$ cat src/rtl/shift_adsr_env_if.sv
// Bus bundle for the shift-based ADSR envelope: note control, rates, sample in/out and status.
// master drives note/rate/sample inputs; slave is the envelope generator.
interface shift_adsr_env_if #(
    parameter int unsigned WL     = 16,
    parameter int unsigned SW     = 5,
    parameter int unsigned RATE_W = 8
);
    logic                     GATE;
    logic                     TRIG;
    logic signed [WL-1:0]     data_in;
    logic        [RATE_W-1:0] ATK_RATE;
    logic        [RATE_W-1:0] DEC_RATE;
    logic        [RATE_W-1:0] REL_RATE;
    logic        [SW-1:0]     SUS_LVL;
    logic signed [WL-1:0]     data_out;
    logic        [SW-1:0]     total;
    logic        [2:0]        state;
    logic                     hold;
    logic                     z_flg;
    logic                     rel_done;

    modport master (
        output GATE, TRIG, data_in, ATK_RATE, DEC_RATE, REL_RATE, SUS_LVL,
        input  data_out, total, state, hold, z_flg, rel_done
    );

    modport slave (
        input  GATE, TRIG, data_in, ATK_RATE, DEC_RATE, REL_RATE, SUS_LVL,
        output data_out, total, state, hold, z_flg, rel_done
    );
endinterface

$ cat src/rtl/shift_adsr_env.sv
// Shift-based ADSR envelope: scales a signed sample by arithmetic right shift of (WL - total),
// with per-phase rate prescalers, retrigger from release and a hard zero at total=0.
module shift_adsr_env #(
    parameter int unsigned WL     = 16,
    parameter int unsigned SW     = 5,
    parameter int unsigned RATE_W = 8
) (
    input logic             CLK,
    input logic             RST_N,
    shift_adsr_env_if.slave bus
);
    localparam logic [SW-1:0] WL_T = SW'(WL);
    localparam logic [SW:0]   WL_X = (SW+1)'(WL);

    typedef enum logic [2:0] {
        IDLE    = 3'd0,
        ATTACK  = 3'd1,
        DECAY   = 3'd2,
        SUSTAIN = 3'd3,
        RELEASE = 3'd4
    } state_e;

    state_e                  state_q, state_d;
    logic        [SW-1:0]     total_q, total_d;
    logic        [RATE_W-1:0] cnt_q, cnt_d;
    logic signed [WL-1:0]     data_out_q, data_out_d;
    logic                     hold_q, hold_d;
    logic                     z_flg_q, z_flg_d;
    logic                     rel_done_q, rel_done_d;

    logic        [RATE_W-1:0] rate_c;
    logic                     step_c;
    logic        [SW-1:0]     sus_c;
    logic        [SW:0]       shamt_c;

    // Rate of the phase currently being timed; IDLE/SUSTAIN do not count.
    always_comb begin
        rate_c = '0;
        case (state_q)
            ATTACK:  rate_c = bus.ATK_RATE;
            DECAY:   rate_c = bus.DEC_RATE;
            RELEASE: rate_c = bus.REL_RATE;
            default: rate_c = '0;
        endcase
    end

    assign step_c = (cnt_q == rate_c);
    assign sus_c  = (bus.SUS_LVL > WL_T) ? WL_T : bus.SUS_LVL;

    // Next-state and envelope position; GATE low wins over any step in the active phases.
    always_comb begin
        state_d    = state_q;
        total_d    = total_q;
        cnt_d      = '0;
        z_flg_d    = z_flg_q;
        rel_done_d = 1'b0;
        case (state_q)
            IDLE: begin
                total_d = '0;
                z_flg_d = 1'b0;
                if (bus.GATE && bus.TRIG) state_d = ATTACK;
            end
            ATTACK: begin
                if (!bus.GATE) begin
                    state_d = RELEASE;
                end else if (step_c) begin
                    if (total_q < WL_T) begin
                        total_d = total_q + SW'(1);
                    end else begin
                        state_d = DECAY;
                        z_flg_d = 1'b1;
                    end
                end
            end
            DECAY: begin
                if (!bus.GATE) begin
                    state_d = RELEASE;
                end else if (step_c) begin
                    if (total_q > sus_c) total_d = total_q - SW'(1);
                    else                 state_d = SUSTAIN;
                end
            end
            SUSTAIN: begin
                if (!bus.GATE) state_d = RELEASE;
            end
            RELEASE: begin
                if (bus.GATE && bus.TRIG) begin
                    state_d = ATTACK;
                    z_flg_d = 1'b0;
                end else if (step_c) begin
                    if (total_q != '0) begin
                        total_d = total_q - SW'(1);
                    end else begin
                        state_d    = IDLE;
                        z_flg_d    = 1'b0;
                        rel_done_d = 1'b1;
                    end
                end
            end
            default: begin
                state_d = IDLE;
                total_d = '0;
                z_flg_d = 1'b0;
            end
        endcase
        // Prescaler restarts on any transition; the transition edge never steps.
        if ((state_d == state_q) && (state_q inside {ATTACK, DECAY, RELEASE})) begin
            cnt_d = step_c ? '0 : cnt_q + RATE_W'(1);
        end
        hold_d = (state_d != IDLE);
    end

    // Output scaling uses the pre-update total, giving one cycle of latency.
    always_comb begin
        shamt_c = WL_X - {1'b0, total_q};
        if (total_q == '0) data_out_d = '0;
        else               data_out_d = bus.data_in >>> shamt_c;
    end

    always_ff @(posedge CLK or negedge RST_N) begin
        if (!RST_N) begin
            state_q    <= IDLE;
            total_q    <= '0;
            cnt_q      <= '0;
            data_out_q <= '0;
            hold_q     <= 1'b0;
            z_flg_q    <= 1'b0;
            rel_done_q <= 1'b0;
        end else begin
            state_q    <= state_d;
            total_q    <= total_d;
            cnt_q      <= cnt_d;
            data_out_q <= data_out_d;
            hold_q     <= hold_d;
            z_flg_q    <= z_flg_d;
            rel_done_q <= rel_done_d;
        end
    end

    assign bus.state    = state_q;
    assign bus.total    = total_q;
    assign bus.data_out = data_out_q;
    assign bus.hold     = hold_q;
    assign bus.z_flg    = z_flg_q;
    assign bus.rel_done = rel_done_q;
endmodule

$ cat src/flat_wrapper.sv
// flat-port wrapper written by rule: the top's interface ports become plain ports
module shift_adsr_env_flat 
#(
    parameter int unsigned WL     = 16,
    parameter int unsigned SW     = 5,
    parameter int unsigned RATE_W = 8
)
  (CLK, RST_N, bus_GATE, bus_TRIG, bus_data_in, bus_ATK_RATE, bus_DEC_RATE, bus_REL_RATE, bus_SUS_LVL, bus_data_out, bus_total, bus_state, bus_hold, bus_z_flg, bus_rel_done);
  shift_adsr_env_if #(.WL(WL), .SW(SW), .RATE_W(RATE_W)) bus_i ();
  input logic CLK;
  input logic RST_N;
  input wire logic [$bits(bus_i.GATE)-1:0] bus_GATE;
  input wire logic [$bits(bus_i.TRIG)-1:0] bus_TRIG;
  input wire logic [$bits(bus_i.data_in)-1:0] bus_data_in;
  input wire logic [$bits(bus_i.ATK_RATE)-1:0] bus_ATK_RATE;
  input wire logic [$bits(bus_i.DEC_RATE)-1:0] bus_DEC_RATE;
  input wire logic [$bits(bus_i.REL_RATE)-1:0] bus_REL_RATE;
  input wire logic [$bits(bus_i.SUS_LVL)-1:0] bus_SUS_LVL;
  output wire logic [$bits(bus_i.data_out)-1:0] bus_data_out;
  output wire logic [$bits(bus_i.total)-1:0] bus_total;
  output wire logic [$bits(bus_i.state)-1:0] bus_state;
  output wire logic [$bits(bus_i.hold)-1:0] bus_hold;
  output wire logic [$bits(bus_i.z_flg)-1:0] bus_z_flg;
  output wire logic [$bits(bus_i.rel_done)-1:0] bus_rel_done;
  assign bus_i.GATE = bus_GATE;
  assign bus_i.TRIG = bus_TRIG;
  assign bus_i.data_in = bus_data_in;
  assign bus_i.ATK_RATE = bus_ATK_RATE;
  assign bus_i.DEC_RATE = bus_DEC_RATE;
  assign bus_i.REL_RATE = bus_REL_RATE;
  assign bus_i.SUS_LVL = bus_SUS_LVL;
  assign bus_data_out = bus_i.data_out;
  assign bus_total = bus_i.total;
  assign bus_state = bus_i.state;
  assign bus_hold = bus_i.hold;
  assign bus_z_flg = bus_i.z_flg;
  assign bus_rel_done = bus_i.rel_done;
  shift_adsr_env #(.WL(WL), .SW(SW), .RATE_W(RATE_W)) u_core (.CLK(CLK), .RST_N(RST_N), .bus(bus_i));
endmodule
$ cat config.mk
export PLATFORM = sky130hd
export DESIGN_NAME = shift_adsr_env_flat
export DESIGN_NICKNAME = d
export VERILOG_FILES = /design/src/rtl/shift_adsr_env_if.sv /design/src/rtl/shift_adsr_env.sv /design/src/flat_wrapper.sv
export SDC_FILE = /design/constraint.sdc
export NUM_CORES = 1
export LEC_CHECK = 0
export ABC_CLOCK_PERIOD_IN_PS = 3800
export CELL_PAD_IN_SITES_DETAIL_PLACEMENT = 1
export CELL_PAD_IN_SITES_GLOBAL_PLACEMENT = 1
export CORE_ASPECT_RATIO = 2
export CORE_UTILIZATION = 31
export DETAILED_ROUTE_END_ITERATION = 16
export HOLD_SLACK_MARGIN = 0.05
export PLACE_DENSITY_LB_ADDON = 0.1
export SYNTH_ARGS = -nofsm -noshare
export SYNTH_HDL_FRONTEND = slang
export SYNTH_SLANG_ARGS = --single-unit
$ cat constraint.sdc
create_clock -name CLK -period 3.8 [get_ports CLK]
set_input_delay 1.14 -clock CLK [delete_from_list [all_inputs] [get_ports CLK]]
set_output_delay 1.14 -clock CLK [all_outputs]
set_load 0.005 [all_outputs]
==> impl_metrics.tcl, run 1 <==
set metrics [dict create \
    synth.distinct_cells 52 \
    syn_area_per_cell_um2 8.95 \
    slew_headroom_pct 41.1 \
    ys_warn_count 0 \
    worst_slew_pin_slew_ps 883 \
    cp-startpoint "bus_REL_RATE[2]" \
    antenna_found_initial 0 \
    wirelength_mm 10.0 \
    clk_latency_ps 280 \
    p_comb_share_pct 66.1 \
    worstPathCellList "clkdlybuf4s50_1 -> or4bb_1 -> and4_4 -> nor4b_2 -> nand4_1 -> buf_4 -> buf_4 -> nor4b_1 -> o32ai_1" \
    dieArea_mm2 0.0104 \
    start_util_pct 31.9 \
    pwr-share-clk_pct 15.2 \
    worst_slack_ps 313 \
    die_w_um 72.7 \
    htree_levels 2 \
    synth_flop_cell "dfrtp_1" \
    syn-num-nets 407 \
    synth_area_leaders "dfrtp_1 (28%), mux2i_1 (12%), or4bb_1 (7.3%)" \
    drive_above_1_share_pct 9.79 \
    grt_pass1_wl_mm 16.3 \
    drtPass1Iterations 4 \
    holdPathStages 1 \
    num_vias 2983 \
    dp_hpwl_mm 8.10 \
    cts-root-buf "clkbuf_16" \
    post_cts_resized 0 \
    swShare_pct 44.9 \
    post-route-period-util_pct 91.8 \
    crit_path_max_fanout 9 \
    grt_max_degree 36 \
    maxCapViolCount 0 \
    holdBufCountCts 0 \
    reg2reg_slack_ps 660 \
    synth-seq-area-share_pct 28.3 \
    numClockSinks 35 \
    critPathKind "input pin to flop" \
    grt_use_total_pct 20.6 \
    timing.rr.start "u_core.bus.state[1]" \
    drv_slew 0 \
    grt_pass1_vias 3253 \
    fmax_ghz 0.287 \
    p_switching_mw 1.39 \
    syn-instance-count 346 \
    status "finished clean" \
    ioPinCount 76 \
    cp_slowest_cell "or4bb_1" \
    yosys.area.top_type_share_pct 28.3 \
    place_ws_ps 14.9 \
    p_leak_nw 1.81 \
    post-route-util_pct 43.2 \
    post_cts_buffers 0 \
    die_h_um 143 \
    ir_drop_v 0.000340 \
    arrival_ps 3640 \
    clk_pin_slew_ps 60 \
    setup_viol 0 \
    p_seq_share_pct 18.7 \
    yosysTopAreaCell "dfrtp_1" \
    fin_nets 479 \
    antenna_cells 0 \
    area_growth_pct 35.2 \
    setup_tns_ps 0 \
    vias_per_cell 5.41 \
    crit_top_cell "buf_4" \
    synth-seq-cells 35 \
    critPathCapture "u_core.bus.hold" \
    num-fill-cells 1166 \
    power_density_mw_per_mm2 741 \
    slowest_delay_ps 500 \
    clock_skew_ps 3.39 \
    numPortBuffers 75 \
    gp_congestion 0.792 \
    holdWs_ps 521 \
    ff2ff_path_depth 10 \
    rsz0062_at_grt "no" \
    cts_buffers 5 \
    hold_viol 0 \
    crit_required_ps 3950 \
    path_depth 9 \
    hp-start "u_core.bus.z_flg" \
    ant_nets 0 \
    cp-start-kind "input pin" \
    layout_min_cycle_time_ps 3490 \
    p_int_mw 1.71 \
    num_rows 51 \
    placedCellCount 543 \
    clockBufferDepth 2 \
    drc_errors 0 \
    core_mm2 0.00970 \
    avgRoutedWirePerCell_um 18.2 \
    cts_tree "yes" \
    worst_setup_path_end_kind "flop" \
    synth_edf_count 0 \
    synth_async_sr_flop_share_pct 100 \
    cp_top_family "simple AND/OR/NAND/NOR gates" \
    drt_iter0_markers 73 \
    overflow 0 \
    path_buf_inv 3 \
    hp-class "flop to flop" \
    synth_area_mm2 0.00310 \
    final_cell_count_no_fill 551 \
    rr_endpoint "u_core.bus.total[4]" \
]
[per-stage QoR]
step / instance area, um2 / total power, mW
after CTS: 4190 / 3.15
after floorplan: 3100 / 1.67
final: 4190 / 3.10
after detailed placement: 4020 / 2.66
after global placement: 4020 / 2.64
after global routing: 4190 / 3.38
[worst reg2reg max path, cell delays in order, from the launching register on]
cell and delay [ps]:
dfrtp_1 920, nand2b_1 230, a21o_1 200, inv_1 100, ha_1 320, nor2b_1 180, o21ai_0 90, nand2b_1 130
mux2_2 340, or4_1 390, o211ai_1 160
[state kept, by name, summed over array words and instances, names as in the netlist]
signal	flops
u_core.bus.hold	1
u_core.bus.data_out	16
u_core.bus.z_flg	1
u_core.bus.total	5
u_core.cnt_q	8
u_core.bus.state	3
u_core.bus.rel_done	1
[worst min-delay path by stage]
stage                            end  slack [ps]
floorplan            u_core.cnt_q[0]         510
global placement    u_core.bus.z_flg         510
detailed placement  u_core.bus.z_flg         510
CTS                 u_core.bus.z_flg         520
global route        u_core.bus.z_flg         550
finish              u_core.bus.z_flg         520
[cell usage after synthesis (2+ instances only)]
cell type  instances
a211o_1            2
a21o_1             4
a21oi_1           26
a31oi_1           16
a41oi_1            2
and2_1             3
and3_1             4
and4_1             2
and4_4             3
buf_1              2
buf_2              3
clkbuf_1          17
dfrtp_1           35
ha_1              11
inv_1             16
mux2_2             3
mux2_4             4
mux2i_1           36
mux4_2             2
nand2_1           32
nand2b_1           5
nand3_1            7
nand4_1            6
nand4bb_1          4
nor2_1            23
nor2b_1            3
nor3_1             5
nor4b_2            4
o211ai_1           3
o21a_1             2
o21ai_0            9
o21ai_1            2
o31ai_1            3
o32ai_1            2
or4bb_1           20
xnor2_1            6
xor2_1             4
[final cells by class]
class                           instances  area (um2)  area share, %
Clock buffer                            5         125           2.99
Clock inverter                          3        43.8           1.05
Multi-Input combinational cell        272        2070           49.5
Timing Repair Buffer                   88         843           20.1
Sequential cell                        35         876           20.9
Inverter                               16        60.1           1.43
Tap cell                              132         165           3.94
[kinds of logic after synthesis]
family	Yosys count	synth area share, %
xor gates and xnor gates	10	2.83
DFF	35	28.3
muxes	45	16.1
and+or+nand+nor	127	26.6
adders and majority gates	12	5.09
buffers and inverters	39	4.97
AOI/OAI and AO/OA	78	16.1
[per-layer routing]
metal  GRT usage, %  wire (um)  vias to the layer above
met5              0          0                        -
met4           11.7        469                        0
met3           2.45        374                       24
met2           42.5       5850                       75
met1           17.8       3330                     1447
li1               -          -                     1437
[cells in the final DEF (no fill, tap or decap), types with 2 or more instances in the layout]
cell type / n
nor3_1: 5
a21o_1: 4
a211o_1: 2
o32ai_1: 2
mux2_4: 4
o211ai_1: 3
and3_1: 4
nand4bb_1: 4
a21oi_1: 26
mux4_2: 2
ha_1: 11
o21a_1: 2
mux2i_1: 36
xnor2_1: 6
o21ai_0: 9
clkdlybuf4s50_1: 74
nand4_1: 6
and4_1: 2
or4bb_1: 20
and2_1: 3
nor2_1: 23
nor2b_1: 3
mux2_2: 3
clkbuf_16: 5
nand3_1: 7
buf_4: 13
a31oi_1: 16
nor4b_2: 4
xor2_1: 4
nand2_1: 32
nand2b_1: 5
a41oi_1: 2
o21ai_1: 2
and4_4: 3
dfrtp_1: 35
inv_1: 16
o31ai_1: 3
[power by group through the flow]
stage	Sequential, mW	Combinational [mW]	Clock, mW
3_3_place_gp	0.593	2.05	0
5_1_grt	0.599	2.28	0.494
4_1_cts	0.585	2.08	0.480
3_5_place_dp	0.589	2.07	0
6_report	0.580	2.05	0.471
2_1_floorplan	0.533	1.14	0
(Power assumes the default switching activity.)
==> inputs of run 2 (changes only) <==
- CTS_BUF_LIST: unset -> sky130_fd_sc_hd__clkbuf_4
==> impl_metrics.tcl, run 2 (synthesis results as in run 1) <==
set metrics [dict create \
    grt_pass1_wl_mm 16.1 \
    holdBufCountCts 0 \
    post_cts_buffers 0 \
    cts_tree "yes" \
    grt_pass1_vias 3255 \
    ioPinCount 76 \
    numClockSinks 35 \
    post-route-period-util_pct 89.8 \
    die_h_um 143 \
    place_ws_ps 14.9 \
    avgRoutedWirePerCell_um 18.0 \
    drc_errors 0 \
    timing.rr.start "u_core.bus.state[1]" \
    clk_latency_ps 360 \
    dieArea_mm2 0.0104 \
    clk_pin_slew_ps 110 \
    critPathCapture "u_core.bus.hold" \
    worst_setup_path_end_kind "flop" \
    holdWs_ps 533 \
    status "finished clean" \
    rr_endpoint "u_core.bus.total[4]" \
    start_util_pct 31.9 \
    drtPass1Iterations 4 \
    gp_congestion 0.792 \
    hp-class "flop to flop" \
    cts-root-buf "clkbuf_4" \
    drive_above_1_share_pct 9.79 \
    clock_skew_ps 6.97 \
    layout_commonest_cell "clkdlybuf4s50_1" \
    overflow 0 \
    crit_path_max_fanout 9 \
    dp_hpwl_mm 8.10 \
    setup_tns_ps 0 \
    area_growth_pct 32.5 \
    die_w_um 72.7 \
    num_vias 2989 \
    setup_viol 0 \
    grt_use_total_pct 20.5 \
    core_mm2 0.00970 \
    htree_levels 2 \
    clockBufferDepth 2 \
    place_area_mm2 0.00402 \
    arrival_ps 3640 \
    design_area_mm2 0.00410 \
    drt_iter0_markers 81 \
    layout_min_cycle_time_ps 3410 \
    wirelength_mm 9.92 \
    reg2reg_slack_ps 640 \
    ir_drop_v 0.000336 \
    fmax_ghz 0.293 \
    critPathKind "input pin to flop" \
    num_rows 51 \
    p_leak_nw 1.77 \
    ant_nets 0 \
    vias_per_cell 5.41 \
    post_cts_resized 0 \
    crit_required_ps 4030 \
    ff2ff_path_depth 10 \
    final_cell_mix "clkdlybuf4s50_1 (74), mux2i_1 (36), dfrtp_1 (35), nand2_1 (32), a21oi_1 (26)" \
    rsz0062_at_grt "no" \
    cp-start-kind "input pin" \
    fin_nets 479 \
    slew_headroom_pct 40.2 \
    drv_slew 0 \
    power_density_mw_per_mm2 708 \
    worst_slew_pin_slew_ps 897 \
    antenna_found_initial 1 \
    cp-startpoint "bus_REL_RATE[2]" \
    worst_slack_ps 389 \
    largest_reg_flops 16 \
    grt_max_degree 36 \
    p_total_mw 2.90 \
    maxCapViolCount 0 \
    numPortBuffers 75 \
    cts_buffers 5 \
    hold_viol 0 \
]
run 2: cell count changes in the layout (fill, tap and decap cells not counted), sizes merged:
cell   before  now
diode       0    1
run 2: layout make-up:
type | count | area (um2)
sequential | 35 | 876
timing repair buffer | 88 | 843
clock buffer | 5 | 37.5
inverter | 16 | 60.1
fill | 1175 | 5600
multi-input combinational | 272 | 2070
clock inverter | 3 | 43.8
antenna | 1 | 2.50
tap | 132 | 165
run 2: routing by layer:
metal / global-route usage (%) / part of all wire, %
met5: 0 / 0
met4: 11.8 / 3.9
met3: 2.10 / 3.4
met2: 42.5 / 60
met1: 17.6 / 33
run 2: power breakdown:
group / leakage, nW / internal, mW / switching, mW
clock: 0.0452 / 0.138 / 0.137
sequential: 0.471 / 0.472 / 0.107
combinational: 1.25 / 0.928 / 1.12
total: 1.77 / 1.54 / 1.36
run 2: worst min-delay path by stage:
| stage | from | to | slack, ps | depth (start not counted) |
|---|---|---|---|---|
| finish | u_core.bus.z_flg | u_core.bus.z_flg | 530 | 1 |
| global placement | u_core.bus.z_flg | u_core.bus.z_flg | 510 | 1 |
| CTS | u_core.bus.z_flg | u_core.bus.z_flg | 540 | 1 |
| detailed placement | u_core.bus.z_flg | u_core.bus.z_flg | 510 | 1 |
| global route | u_core.bus.z_flg | u_core.bus.z_flg | 570 | 1 |
| floorplan | u_core.cnt_q[0] | u_core.cnt_q[0] | 510 | 1 |
run 2: worst max-delay path, cell delays in order:
cell and delay [ps]:
clkdlybuf4s50_1 450, or4bb_1 500, and4_4 220, nor4b_2 330, nand4_1 130, buf_4 170
buf_4 160, nor4b_1 370, o32ai_1 160
run 2: stage by stage:
step                util, %  cells
floorplan                 -    346
global placement       41.4    543
detailed placement     41.4    543
CTS                    42.3    551
global route           42.3    552
finish                 42.3    552
